**src/rtl/stream_mux_n.sv**
```systemverilog
// stream_mux_n: N-channel registered stream multiplexer with valid/ready
// handshakes on every input and on the output. Grants follow either a fixed
// channel select or round-robin order starting after the last granted channel.
module stream_mux_n #(
  parameter int WIDTH    = 16,
  parameter int CHANNELS = 4,
  parameter int SEL_W    = 2
) (
  input  logic                      clk,
  input  logic                      reset,
  input  logic                      mode,
  input  logic [SEL_W-1:0]          sel,
  input  logic [CHANNELS*WIDTH-1:0] in_data,
  input  logic [CHANNELS-1:0]       in_valid,
  output logic [CHANNELS-1:0]       in_ready,
  output logic [WIDTH-1:0]          out_data,
  output logic [SEL_W-1:0]          out_chan,
  output logic                      out_valid,
  input  logic                      out_ready
);

  logic [SEL_W-1:0] last_grant;
  logic [SEL_W-1:0] grant;
  logic [SEL_W-1:0] rr_hi;
  logic [SEL_W-1:0] rr_lo;
  logic             hi_found;
  logic             lo_found;
  logic             grant_valid;
  logic             load;
  logic [WIDTH-1:0] grant_data;

  // Output register can take a word when empty or when it drains this cycle.
  assign load = !out_valid || out_ready;

  // Grant selection: fixed select, or round-robin split into two passes -
  // lowest valid channel above last_grant, else lowest valid channel overall
  // (the wrap-around case).
  always_comb begin
    grant       = '0;
    grant_valid = 1'b0;
    rr_hi       = '0;
    rr_lo       = '0;
    hi_found    = 1'b0;
    lo_found    = 1'b0;
    if (!mode) begin
      // A sel beyond the last channel never matches any index.
      for (int unsigned i = 0; i < CHANNELS; i++) begin
        if (sel == SEL_W'(i) && in_valid[i]) begin
          grant       = SEL_W'(i);
          grant_valid = 1'b1;
        end
      end
    end else begin
      for (int unsigned i = 0; i < CHANNELS; i++) begin
        if (!hi_found && in_valid[i] && SEL_W'(i) > last_grant) begin
          rr_hi    = SEL_W'(i);
          hi_found = 1'b1;
        end
        if (!lo_found && in_valid[i]) begin
          rr_lo    = SEL_W'(i);
          lo_found = 1'b1;
        end
      end
      grant       = hi_found ? rr_hi : rr_lo;
      grant_valid = lo_found;
    end
  end

  // Per-channel ready and data of the granted channel.
  always_comb begin
    in_ready   = '0;
    grant_data = '0;
    for (int unsigned i = 0; i < CHANNELS; i++) begin
      if (grant == SEL_W'(i)) begin
        in_ready[i] = load && grant_valid;
        grant_data  = in_data[i*WIDTH +: WIDTH];
      end
    end
  end

  // Output register and round-robin history.
  always_ff @(posedge clk) begin
    if (reset) begin
      out_valid  <= 1'b0;
      out_data   <= '0;
      out_chan   <= '0;
      last_grant <= SEL_W'(CHANNELS - 1);
    end else if (load) begin
      if (grant_valid) begin
        out_valid  <= 1'b1;
        out_data   <= grant_data;
        out_chan   <= grant;
        last_grant <= grant;
      end else begin
        out_valid  <= 1'b0;
      end
    end
  end

endmodule

```
**config.mk**
```make
export PLATFORM = sky130hd
export DESIGN_NAME = stream_mux_n
export DESIGN_NICKNAME = d
export VERILOG_FILES = /design/src/rtl/stream_mux_n.sv
export SDC_FILE = /design/constraint.sdc
export NUM_CORES = 1
export LEC_CHECK = 0
export ABC_AREA = 1
export ABC_CLOCK_PERIOD_IN_PS = 2009
export CORE_ASPECT_RATIO = 1.25
export CORE_MARGIN = 2
export CORE_UTILIZATION = 38
export CTS_BUF_LIST = sky130_fd_sc_hd__clkbuf_2
export CTS_CLUSTER_SIZE = 40
export DETAILED_ROUTE_END_ITERATION = 12
export HOLD_SLACK_MARGIN = 0.1
export PLACE_DENSITY = 0.81
export SLEW_MARGIN = 5
export SYNTH_ARGS = -nofsm -noshare
export SYNTH_HDL_FRONTEND = slang
export SYNTH_SLANG_ARGS = --single-unit
```
**constraint.sdc**
```tcl
create_clock -name clk -period 2.01 [get_ports clk]
set_input_delay 0.402 -clock clk [delete_from_list [all_inputs] [get_ports clk]]
set_output_delay 0.402 -clock clk [all_outputs]
set_load 0.005 [all_outputs]
```
* Word level (Yosys, flattened, before mapping)
Index checks and enable logic that the tools add are counted.
** Storage, ports and cells
- Flip-flop bits (word level) :: 21
- Input port bits :: 74
- Output and inout bits :: 23
- Logic and storage cells :: 80
** Cells by class
- Magnitude comparators :: 4
- Equal/unequal tests :: 6
- Mux-type cells :: 40
- Reduce and logical (&&, ||, !) cells :: 26
** Operators with widths (number)
- 16-bit 2-to-1 mux :: 4
- 1-bit 2-to-1 mux :: 28
- 2-bit 2-to-1 mux :: 8
- 1-bit logical AND :: 15
- 2-bit equality test, second input constant :: 4
- 1-bit logical NOT :: 7
- 2-bit by 1-bit equality test with 1-bit output, second input constant :: 2
- 1-bit by 2-bit greater-than comparator with 1-bit output, first input constant :: 2
- 2-bit greater-than comparator, first input constant :: 2
- 2-bit logical NOT :: 2
- 2-bit AND reduction :: 1
- 1-bit logical OR :: 1

* Logic depth before layout (Yosys ltp)
Gate-level depths: netlist of the first run.
- Depth after elaboration :: 26
- Mapped depth :: 12
- Gate-level depth less buffers :: 12

* Least setup slack after synthesis of the first run
Ideal clock, no wire load.
- Kind :: in2out
- From :: in sel[0]
- To :: out in_ready[1]
- Arrival time :: 1.355 ns
- Required time :: 1.608 ns
- Setup slack :: 0.253 ns
- Stages :: 10
- Buffers on the path :: 1
- Path through :: inv_1 > nand3_1 > nand3_1 > inv_1 > nand2_1 > nand3_2 > inv_2 > buf_6 > nand2_1 > nor2_1
** On the way
- Cells in the longest elaborated chain, start to end :: 9
- Elaborated cells between the ends (all ways) :: 20
- Classes of those cells :: eq/ne: 4; mux: 10; reduce/logical: 6
** RTL lines
- start: declaration :: line 12 : input logic [SEL_W-1:0] sel,
- 2-bit logical NOT :: line 48 : if (sel == SEL_W'(i) && in_valid[i]) begin
- 1-bit logical AND :: line 48
- 1-bit 2-to-1 mux (4 in a row) :: line 48
- 1-bit 2-to-1 mux :: line 45 : if (!mode) begin
- 1-bit logical AND :: line 75 : in_ready[i] = load && grant_valid;
- 1-bit 2-to-1 mux * :: line 74 : if (grant == SEL_W'(i)) begin
- end: declaration :: line 15 : output logic [CHANNELS-1:0] in_ready,
Every way passes the cells marked *; elsewhere a longest branch is shown, timed or not.

* Worst setup path in the final report of the first run
- From :: in in_valid[1]
- To :: out in_ready[3]
** On the way
- Cells in the longest elaborated chain, start to end :: 18
- Elaborated cells between the ends (all ways) :: 43
- Classes of those cells :: eq/ne: 1; mux: 27; reduce/logical: 15
** RTL lines
- start: declaration :: line 14 : input logic [CHANNELS-1:0] in_valid,
- 1-bit logical AND (2 in a row) :: line 55 : if (!hi_found && in_valid[i] && SEL_W'(i) > last_grant) begin
- 1-bit 2-to-1 mux :: line 55
- 1-bit 2-to-1 mux :: line 45
- 1-bit logical NOT :: line 55
- 1-bit logical AND (2 in a row) :: line 55
- 1-bit 2-to-1 mux :: line 55
- 1-bit 2-to-1 mux :: line 45
- 1-bit logical NOT :: line 55
- 1-bit logical AND (2 in a row) :: line 55
- 1-bit 2-to-1 mux :: line 55
- 1-bit 2-to-1 mux :: line 45
- 2-bit 2-to-1 mux :: line 64 : grant = hi_found ? rr_hi : rr_lo;
- 2-bit 2-to-1 mux :: line 45
- 2-bit equality test :: line 74
- 1-bit 2-to-1 mux * :: line 74
Every way passes the cells marked *; elsewhere a longest branch is shown, timed or not. The select of a mux whose other input is x is not followed.

==> results_dict.tcl, run 1 <==
set metrics [dict create \
    r2r_slack_ns 0.16 \
    synthMuxAreaShare 0 \
    die_w_um 61.57 \
    ant_nets 0 \
    ff_latch_area_um2 425.4 \
    rows 26 \
    die-area_mm2 0.004676 \
    max_slew.worst_pin.slew_ns 0.3707 \
    diodes 0 \
    wl_met2_um 3216 \
    ctsHtreeMaxLevel 1 \
    slew_viol_final 0 \
    startpoint "in_valid[1]" \
    cts.clk_slew.worst_paths_ns 0.21 \
    synth_simple_gate_area_frac 0.5302 \
    num_vias 2082 \
    numPortBuffers 96 \
    rsz0062_at_grt "true" \
    start_util 0.3902 \
    place_congestion 0.8675 \
    yosysWarnings 0 \
    num-fill-cells 366 \
    netlist_instances 261 \
    tritoncts "yes" \
    synth_fa_ha_area_frac 0 \
    utilization 0.7044 \
    stdcell_count 432 \
    die_y_um 75.96 \
    dp.cells 418 \
    violations "setup timing" \
    dpl.hpwl_um 3906 \
    drive_above_1_share 0.1941 \
    final_cell_mix "clkdlybuf4s50_1, nand3_1, nand2_1" \
    leakage_nw 1.268 \
    outcome "finished, violations left" \
    r2r_start "last_grant[1]$_SDFFE_PP1P_" \
    synth_seq_area_share 0.2671 \
    antenna_found_initial 0 \
    grt_max_degree 35 \
    syn-num-nets 335 \
    avgViaCountPerCell 4.819 \
    clockRootBuffer "clkbuf_2" \
    maxCapViolations 0 \
    top_layer_used "met4" \
    criticalPathCategory "in -> out" \
    fin_crit_ns 2.139 \
    wire_per_inst_um 13.13 \
    path_max_fanout 5 \
    cts_buffers 3 \
    core-area_mm2 0.004034 \
    drt_iter0_markers 81 \
    overflow 0 \
    finalNetCount 451 \
    period_share 1.064 \
    grt_pass1_vias 1989 \
    clockBufferDepth 2 \
    post-place-ws_ns -0.6349 \
    syn_area_mm2 0.001574 \
    routed_wl_um 5672 \
    vdd_drop_max_v 0.0002378 \
    grt_pass1_wl_um 8887 \
    insertion_delay_ns 0.32 \
    multi_input_area_mm2 0.001091 \
    max_slew_margin 0.7529 \
    wl_met3_um 133 \
    clock-sinks 21 \
    hold_class "reg -> reg" \
    area_growth_pct 80.52 \
    syn_avg_cell_area_um2 6.031 \
    p_per_area_mw_per_mm2 523.8 \
    whs_path_depth 2 \
    end_kind "output port" \
    worst_ep_required_time_ns 1.61 \
    r2r_end "out_data[12]$_SDFFE_PP0P_" \
    r2r_cells 13 \
    fin_worst_skew_ns 0.004842 \
    ys_ff_latch 21 \
    layout_commonest_cell "clkdlybuf4s50_1" \
    hp-start "out_chan[0]$_SDFFE_PP0P_" \
    arrival_ns 1.74 \
    synth_top_family_by_area "simple AND/OR/NAND/NOR gates" \
    setup_viol 4 \
    synth_compound_area_frac 0.09141 \
    setup_ws_ns -0.1287 \
    hold_viol 0 \
    worstSetupStartpointType "input pin" \
    drt-met1-wl_um 2203 \
    route.detailed.drc 0 \
    synthXorXnorAreaFrac 0 \
    holdPathEnd "out_chan[0]$_SDFFE_PP0P_" \
    drt-pass1-iter-count 5 \
    io_pins 97 \
    fmax_mhz 467.6 \
    track_usage 0.2412 \
    synth.distinct_cells 22 \
]
## metal layers
layer	up-vias	GRT usage
li1	1081	-
met1	939	0.2920
met2	54	0.4253
met3	8	0.01706
met4	0	0.08511
met5	-	0
## critical path: stages
cell	delay (ns)
dlygate4sd2_1	0.42
inv_2	0.09
nand2_1	0.09
nand2_2	0.06
nor2_4	0.16
nor2_4	0.07
nor2_8	0.11
nand2_2	0.06
nor2_1	0.11
buf_2	0.14
## how the worst max path moves through the flow
stage	endpoint	slack [ns]	cells past startpoint
3_3_place_gp	in_ready[0]	-0.61	8
3_5_place_dp	in_ready[0]	-0.63	8
4_1_cts	in_ready[2]	-0.06	9
6_report	in_ready[3]	-0.13	10
5_1_grt	in_ready[2]	-0.20	9
2_1_floorplan	in_ready[1]	0.25	10
## cell families after synthesis
| family | after synthesis |
|---|---|
| compound gates | 25 |
| flops | 21 |
| buf+inv | 35 |
| simple gates | 180 |
## synth_stat cells, drive strengths merged
master,n,area share
nand3,67,0.22
nand2,64,0.17
nor2,47,0.14
inv,24,0.057
dfxtp,21,0.27
a21oi,15,0.052
o21ai,10,0.039
buf,9,0.049
clkbuf,2,0.0048
nand4,1,0.0040
nor3,1,0.0032
## layout make-up
cell class                      count  area share
Clock inverter                      1    0.001761
Clock buffer                        3    0.005284
Multi-Input combinational cell    205      0.3840
Sequential cell                    21      0.1497
Timing Repair Buffer              122      0.4020
Tap cell                           56     0.02466
Inverter                           24     0.03258
## flip-flops by register name, indices dropped and copies added (netlist names)
register,count
out_data,16
last_grant,2
out_chan,2
out_valid,1
## per-stage QoR
step	total power [mW]	hold slack [ns]	instance area, um^2	setup TNS (ns)
after floorplan	0.8770	0.4618	1574	0
after global placement	1.225	0.4546	2640	-7.608
after detailed placement	1.235	0.4605	2640	-8.514
after CTS	1.466	0.4856	2788	-0.1742
after global routing	1.594	0.5156	2841	-1.090
final	1.488	0.4824	2841	-0.4278
## power by group
group / total (mW) / internal, mW / switching, mW
Sequential: 0.502 / 0.472 / 0.0299
Clock: 0.182 / 0.0451 / 0.137
Combinational: 0.804 / 0.418 / 0.386
Total: 1.49 / 0.935 / 0.553
## repair_timing
action	4_1_cts	5_1_grt
endpoints found under the setup margin	10	20
hold endpoints to repair	0	0
pin swaps	9	8
resized for setup	47	10
setup buffers	10	1
hold buffers	0	0
Power figures use the tool's default switching activity.
==> inputs of run 2 (changes only) <==
CORE_UTILIZATION = 25   (was 38)
PLACE_DENSITY = 0.57   (was 0.81)
==> run 2 against run 1 <==
Compared with the run above:
- the run still ends with setup timing left
- wire length grew 0.11%
- die area is 49% higher
- sequential share of layout area decreased by 0.22 points
- sequential power barely moved
- largest cell class unchanged
- highest routed layer unchanged
==> results_dict.tcl, run 2 (synthesis gave the netlist of run 1 again) <==
set metrics [dict create \
    max_slew.worst_pin.slew_ns 0.3886 \
    drt-pass1-iter-count 5 \
    period_share 1.030 \
    numPortBuffers 96 \
    ff_latch_area_um2 427.9 \
    dp.cells 451 \
    setup_viol 4 \
    violations "setup timing" \
    grt_pass1_vias 2020 \
    grt_max_degree 35 \
    dpl.hpwl_um 4298 \
    drive_above_1_share 0.2116 \
    diodes 0 \
    num-fill-cells 661 \
    routed_wl_um 5678 \
    clockBufferDepth 2 \
    place_congestion 0.7497 \
    rows 32 \
    largest-register "out_data" \
    setup_tns_ns -0.1803 \
    ctsHtreeMaxLevel 1 \
    cts.clk_slew.worst_paths_ns 0.21 \
    postLayoutCellArea_mm2 0.002902 \
    grt_pass1_wl_um 9328 \
    track_usage 0.1709 \
    end_kind "output port" \
    slew_viol_final 0 \
    final_cell_mix "clkdlybuf4s50_1, nand3_1, nand2_1" \
    num_vias 2089 \
    avgViaCountPerCell 4.512 \
    die_y_um 92.72 \
    multi_input_area_mm2 0.001097 \
    worstSetupStartpointType "flip-flop" \
    hold_viol 0 \
    area_growth_pct 84.34 \
    setup_ws_ns -0.05969 \
    path_max_fanout 3 \
    p_per_area_mw_per_mm2 519.8 \
    postCtsHoldBufs 0 \
    die_w_um 74.97 \
    overflow 0 \
    criticalPathCategory "reg -> out" \
    timing.hold.ws_ns 0.5103 \
    cts_buffers 3 \
    antenna_found_initial 0 \
    ant_nets 0 \
    insertion_delay_ns 0.33 \
    maxCapViolations 0 \
    place_area_mm2 0.002706 \
    leakage_nw 1.292 \
    rsz0062_at_grt "true" \
    utilization 0.4737 \
    fin_worst_skew_ns 0.0009963 \
    tritoncts "yes" \
    finalNetCount 453 \
    max_slew_margin 0.7409 \
    route.detailed.drc 0 \
    top_regs "out_data: 16 flops, last_grant: 2 flops, out_chan: 2 flops" \
    core-area_mm2 0.006126 \
    fmax_mhz 483.2 \
    die-area_mm2 0.006951 \
    wire_per_inst_um 12.26 \
    fin_crit_ns 2.070 \
    layout_commonest_cell "clkdlybuf4s50_1" \
    io_pins 97 \
    stdcell_count 463 \
    worst_ep_required_time_ns 1.61 \
    outcome "finished, violations left" \
    largest_register_ffs 16 \
    start_util 0.2569 \
    drt_iter0_markers 60 \
    post-place-ws_ns -0.6929 \
    total_power_mw 1.508 \
    clock-sinks 21 \
    clockRootBuffer "clkbuf_2" \
    hold_class "reg -> reg" \
    arrival_ns 1.67 \
    vdd_drop_max_v 0.0002128 \
]
==> run 2: cell types whose count changed in the layout (fill, tap and decap cells not counted), sizes merged <==
cell / delta
buf: +2
clkbuf: +2
clkinv: -1
dlygate4sd2: -1
==> run 2: worst paths after layout <==
path	from	endpoint	slack [ns]	depth (start not counted)
worst max-delay path	last_grant[0]$_SDFFE_PP1P_	in_ready[2]	-0.06	8
worst min-delay path	out_chan[0]$_SDFFE_PP0P_	out_chan[0]$_SDFFE_PP0P_	0.51	2
worst max register to register	last_grant[0]$_SDFFE_PP1P_	last_grant[1]$_SDFFE_PP1P_	0.11	10
worst min register to register	out_chan[0]$_SDFFE_PP0P_	out_chan[0]$_SDFFE_PP0P_	0.51	2
==> run 2: power breakdown <==
part	switching [mW]	total (mW)	internal, mW	leakage, nW
clock network	0.140	0.192	0.0526	0.0166
logic	0.384	0.811	0.427	1.10
registers	0.0323	0.505	0.473	0.174
==> run 2: repair_timing <==
action	4_1_cts	5_1_grt
setup buffers	5	3
setup endpoints to repair	14	13
pin swaps	11	11
endpoints found under the hold margin	0	0
resized for setup	47	18
==> run 2: per-layer routing <==
layer  track usage  part of all wire  wire, um  vias to the layer above
met5             0                 0         0                        -
met4       0.04315             0.011        64                        0
met3       0.02067             0.030       170                        4
met2        0.3143              0.56      3158                       45
met1        0.2027              0.40      2285                      953
li1              -                 -         -                     1087
==> run 2: final cells by class <==
type	count	area share
timing repair buffer	124	0.3980
inverter	24	0.03277
tap	85	0.03665
multi-input combinational	205	0.3782
sequential	21	0.1475
clock buffer	4	0.006900
==> run 2: worst max-delay path, cell delays in order, from the launching register on <==
cell     delay [ns]
dfxtp_4        0.41
nor2_4         0.19
nand2_4        0.09
nand3_4        0.08
nand2_4        0.07
o21ai_4        0.18
nand2_2        0.08
nor2_2         0.11
buf_2          0.13
